===== src/rtl/mem_stage.sv =====
// Memory stage: waits for in-order data SRAM responses, aligns and extends load data,
// and forwards the packed result to writeback. Drops stale responses after a flush.
module mem_stage #(
    parameter int EM_W   = 196,
    parameter int MW_W   = 191,
    parameter int DROP_W = 2
) (
    input  logic            clk,
    input  logic            rstn,
    output logic            M_allowin,
    input  logic            EM_valid,
    input  logic [EM_W-1:0] EM_BUS,
    input  logic            W_allowin,
    output logic            MW_valid,
    output logic [MW_W-1:0] MW_BUS,
    input  logic            flush,
    input  logic            data_sram_data_ok,
    input  logic [31:0]     data_sram_rdata,
    output logic [38:0]     Mfwd_BUS
);

    localparam logic [DROP_W-1:0] DROP_MAX = {DROP_W{1'b1}};

    logic              r_M_valid;
    logic [EM_W-1:0]   r_EM_BUS_M;
    logic              r_rbuf_valid;
    logic [31:0]       r_rbuf;
    logic [DROP_W-1:0] r_drop_cnt;

    logic [31:0] w_alu_result;
    logic        w_gr_we;
    logic [4:0]  w_dest;
    logic [31:0] w_vaddr;
    logic        w_mem_req;
    logic        w_res_from_mem;
    logic [2:0]  w_load_type;

    logic        w_resp_M;
    logic        w_ready_go;
    logic        w_handoff;
    logic        w_drop_inc;
    logic        w_drop_dec;
    logic [31:0] w_raw;
    logic [7:0]  w_byte;
    logic [15:0] w_half;
    logic [31:0] w_load;
    logic [31:0] w_final;

    assign w_alu_result   = r_EM_BUS_M[163:132];
    assign w_gr_we        = r_EM_BUS_M[131];
    assign w_dest         = r_EM_BUS_M[130:126];
    assign w_vaddr        = r_EM_BUS_M[125:94];
    assign w_mem_req      = r_EM_BUS_M[93];
    assign w_res_from_mem = r_EM_BUS_M[92];
    assign w_load_type    = r_EM_BUS_M[91:89];

    // A data_ok only belongs to M once every stale response has been drained.
    assign w_resp_M   = data_sram_data_ok && (r_drop_cnt == '0);
    assign w_ready_go = !w_mem_req || r_rbuf_valid || w_resp_M;
    assign M_allowin  = !r_M_valid || (w_ready_go && W_allowin);
    assign MW_valid   = r_M_valid && w_ready_go && !flush;
    assign w_handoff  = MW_valid && W_allowin;

    always_ff @(posedge clk) begin
        if (!rstn) begin
            r_M_valid  <= 1'b0;
            r_EM_BUS_M <= '0;
        end else begin
            if (flush) begin
                r_M_valid <= 1'b0;
            end else if (M_allowin) begin
                r_M_valid <= EM_valid;
            end
            if (EM_valid && M_allowin) begin
                r_EM_BUS_M <= EM_BUS;
            end
        end
    end

    // Hold a response that arrived while writeback was stalled.
    always_ff @(posedge clk) begin
        if (!rstn) begin
            r_rbuf_valid <= 1'b0;
            r_rbuf       <= '0;
        end else if (flush || w_handoff) begin
            r_rbuf_valid <= 1'b0;
        end else if (r_M_valid && w_mem_req && w_resp_M && !r_rbuf_valid && !W_allowin) begin
            r_rbuf_valid <= 1'b1;
            r_rbuf       <= data_sram_rdata;
        end
    end

    assign w_drop_inc = flush && r_M_valid && w_mem_req && !r_rbuf_valid && !w_resp_M;
    assign w_drop_dec = data_sram_data_ok && (r_drop_cnt != '0);

    always_ff @(posedge clk) begin
        if (!rstn) begin
            r_drop_cnt <= '0;
        end else if (w_drop_inc && !w_drop_dec && (r_drop_cnt != DROP_MAX)) begin
            r_drop_cnt <= r_drop_cnt + 1'b1;
        end else if (w_drop_dec && !w_drop_inc) begin
            r_drop_cnt <= r_drop_cnt - 1'b1;
        end
    end

    always_ff @(posedge clk) begin
        if (rstn) begin
            assert (r_drop_cnt != DROP_MAX);
        end
    end

    assign w_raw  = r_rbuf_valid ? r_rbuf : data_sram_rdata;
    assign w_half = w_vaddr[1] ? w_raw[31:16] : w_raw[15:0];

    always_comb begin
        w_byte = w_raw[7:0];
        case (w_vaddr[1:0])
            2'd1:    w_byte = w_raw[15:8];
            2'd2:    w_byte = w_raw[23:16];
            2'd3:    w_byte = w_raw[31:24];
            default: w_byte = w_raw[7:0];
        endcase
    end

    // Encodings above LD.HU fall back to a full-word load.
    always_comb begin
        w_load = w_raw;
        case (w_load_type)
            3'b001:  w_load = {{24{w_byte[7]}}, w_byte};
            3'b010:  w_load = {{16{w_half[15]}}, w_half};
            3'b011:  w_load = {24'd0, w_byte};
            3'b100:  w_load = {16'd0, w_half};
            default: w_load = w_raw;
        endcase
    end

    assign w_final = w_res_from_mem ? w_load : w_alu_result;

    assign MW_BUS = {r_EM_BUS_M[195:164], w_final, r_EM_BUS_M[131:94], r_EM_BUS_M[88:0]};

    assign Mfwd_BUS = {r_M_valid && w_gr_we,
                       r_M_valid && w_res_from_mem && !w_ready_go,
                       w_dest,
                       w_final};

endmodule


===== config.mk =====
export PLATFORM = sky130hd
export DESIGN_NAME = mem_stage
export DESIGN_NICKNAME = d
export VERILOG_FILES = /design/src/rtl/mem_stage.sv
export SDC_FILE = /design/constraint.sdc
export NUM_CORES = 1
export LEC_CHECK = 0
export ABC_AREA = 1
export CORE_AREA = 2 2 181 183
export DETAILED_ROUTE_END_ITERATION = 12
export DIE_AREA = 0 0 183 185
export GPL_TIMING_DRIVEN = 1
export PLACE_DENSITY = 0.82
export SETUP_SLACK_MARGIN = 0.4
export SYNTH_ARGS = -nofsm -noshare
export SYNTH_HDL_FRONTEND = slang
export SYNTH_SLANG_ARGS = --single-unit

===== constraint.sdc =====
create_clock -name clk -period 2.55 [get_ports clk]
set_input_delay 0.3825 -clock clk [delete_from_list [all_inputs] [get_ports clk]]
set_output_delay 0.3825 -clock clk [all_outputs]
set_load 0.01 [all_outputs]

==> flow_summary.ini <==
[placement]
pre_cts_ws_ns = -0.183
gp_congestion = 0.986
dp_hpwl_um = 29100
port_buffers = 465

[timing]
whs_ns = 0.148
slew_violations = 0
fin_crit_sh_pct = 100
fmax_ghz = 0.391
finClkSkew_ns = 0.0281
tns_ns = -0.0153
fin_ws_ns = -0.00774
worst_slew_pin_slew_ns = 0.667
rsz0062_at_grt = true
post-route-min-period_ns = 2.56
slew_headroom_pct = 55.5
setup_violations = 2
hold_viol = 0

[synth]
synth-edff-count = 0
synthXorXnorAreaFrac_pct = 0
synthCells = 1882
ys_warn_count = 0
synthAdderAreaFrac_pct = 0
yosys.area_share.simple_pct = 41.1
yosysUniqueCellTypes = 24
yosysSeqAreaShare_pct = 36.7
synth-compound-area-share_pct = 3.79
synth_top_family_by_area = simple AND/OR/NAND/NOR gates
async_reset_ff_share_pct = 0
ys.flop_type = dfxtp_1
synthesis.area_um2 = 12600
synthMuxAreaShare_pct = 0.0792
synth_nets = 2116
syn_area_per_cell_um2 = 6.72
ys_ff_latch = 232

[routing]
wl_per_cell_um = 16.2
num_vias = 12700
drcViolationCount = 0
drt-total-wl_um = 41600
ant_nets = 0
viasPerCell = 4.95
first_iter_violations = 789
drt_pass1_iterations = 5

[power_and_ir_drop]
p_int_uw = 7380
switchingPower_uw = 2970
p_leak_uw = 0.00823
seq_power_share_pct = 38.6
irDropWorstVdd_v = 0.000486
swShare_pct = 28.7
pwr-share-clk_pct = 35.6
comb_power_share_pct = 25.8
p_per_area_nw_per_um2 = 569

[die]
chipWidth_um = 183
initial_utilization_pct = 39.5
fp.coreArea_um2 = 32000
io_pins = 466
dieArea_um2 = 33900
dieHeight_um = 185
num_rows = 66

[worst_hold_path]
min_path_type = input pin to flip-flop

[global_route]
grt_max_degree = 117
grt_antenna_before_repair = 2
grt_pass1_wl_um = 62000
grtUsageTotal_pct = 22.6
grt_pass1_vias = 12000
grt_overflow_total = 0

[layout]
drive_above_1_share_pct = 16.6
area_growth_pct = 43.9
final_cell_mix = 467 x nor2_1, 396 x clkdlybuf4s50_1, 342 x nand2_1
fin_util_pct = 56.8
n_fill_cell = 2801
nets = 2374
diodes = 0
mostFrequentLayoutCell = nor2_1

[outcome]
violations = negative setup slack
status = finished, violations left

[clock_tree]
clock_latency_ns = 0.54
cts_max_level = 1
cts-root-buf = clkbuf_16
cts_tree = built
clockBufferDepth = 3
cts_buffers = 27
cts.sinks = 232
cts.clk_slew.worst_paths_ns = 0.06

[setup_path]
crit_required_ns = 2.17
worstSetupPathType = flip-flop to primary output
cp-end-kind = primary output
crit_path_start_kind = flip-flop
cp.arrival_ns = 2.18
path_max_fanout = 6

[run]
max_cap_viol_count = 0
[sequential cells by signal, indices dropped and copies added, names as in the netlist]
register / count
r_rbuf: 32
r_M_valid: 1
r_drop_cnt: 2
r_EM_BUS_M: 196
r_rbuf_valid: 1
[worst max-delay path, cell delays in order, from the launching register on]
cell	delay [ns]
dfxtp_4	0.41
buf_6	0.13
mux2i_4	0.28
nand2_2	0.11
nand3_4	0.18
clkbuf_16	0.20
nand2_4	0.04
nand2_2	0.08
nand2_4	0.06
buf_6	0.12
[timing repair]
action | 4_1_cts | 5_1_grt
gates cloned | 3 | 3
hold buffers | 0 | 0
setup endpoints to repair | 75 | 71
pin swaps | 23 | 53
resized for setup | 372 | 167
setup buffers | 14 | 7
[power by group through the flow]
stage               Clock (µW)  Combinational (µW)  Sequential, µW
floorplan                    0                1450            4040
global placement             0                2420            4060
detailed placement           0                2440            4070
CTS                       3750                2490            4000
global route              3890                2870            4020
finish                    3680                2670            4000
[synth_stat cells, drive strengths merged (5+ instances only)]
master    n  area (µm²)
a21oi    24         131
buf     266        1800
clkbuf   54         203
dfxtp   232        4640
inv      81         304
nand2   414        1560
nand3    49         250
nand3b  196        1470
nor2    476        1790
o211ai    5        37.5
o21ai    57         285
or2      18         113
[final timing paths]
path                                    from             end  slack [ns]  cells past startpoint
worst min-delay path                    rstn  r_EM_BUS_M[90]        0.15                      3
worst max register to register  r_rbuf_valid      r_rbuf[28]        0.56                      8
worst min register to register    r_rbuf[11]      r_rbuf[11]        0.46                      2
worst max-delay path            r_rbuf_valid     MW_BUS[139]      -0.008                      9
[routing by layer]
metal | wire length, µm | share of wire [%] | vias up | global-route usage (%)
li1 | - | - | 6169 | -
met1 | 15800 | 38 | 5820 | 25.3
met2 | 20100 | 48 | 565 | 39.3
met3 | 3450 | 8.3 | 140 | 6.00
met4 | 2180 | 5.2 | 6 | 11.6
met5 | 34 | 0.082 | - | 0
[area by class of cell]
class	instances	area, µm²	share of cell area (%)
repair buffers	549	5580	30.7
inverters	83	329	1.81
well taps	408	510	2.80
clock buffers	41	788	4.33
multi-input cells	1247	6290	34.5
flip-flops and latches	232	4660	25.6
clock inverters	6	42.5	0.234
[metrics by stage]
stage | instances | cell area [µm²] | power [µW]
after global placement | 2492 | 16400 | 6480
after CTS | 2556 | 17600 | 10200
final | 2566 | 18200 | 10300
after global routing | 2566 | 18200 | 10800
after floorplan | 1882 | 12600 | 5490
after detailed placement | 2492 | 16400 | 6520
[cell families (layout without fill, tap and decap cells)]
family          count (synthesis)  count (layout)
simple gates                 1156            1156
mux                             1               1
compound gates                 90              90
flops                         232             232
buf+inv                       403             679
Note: power is estimated with default switching activity, not from simulation.
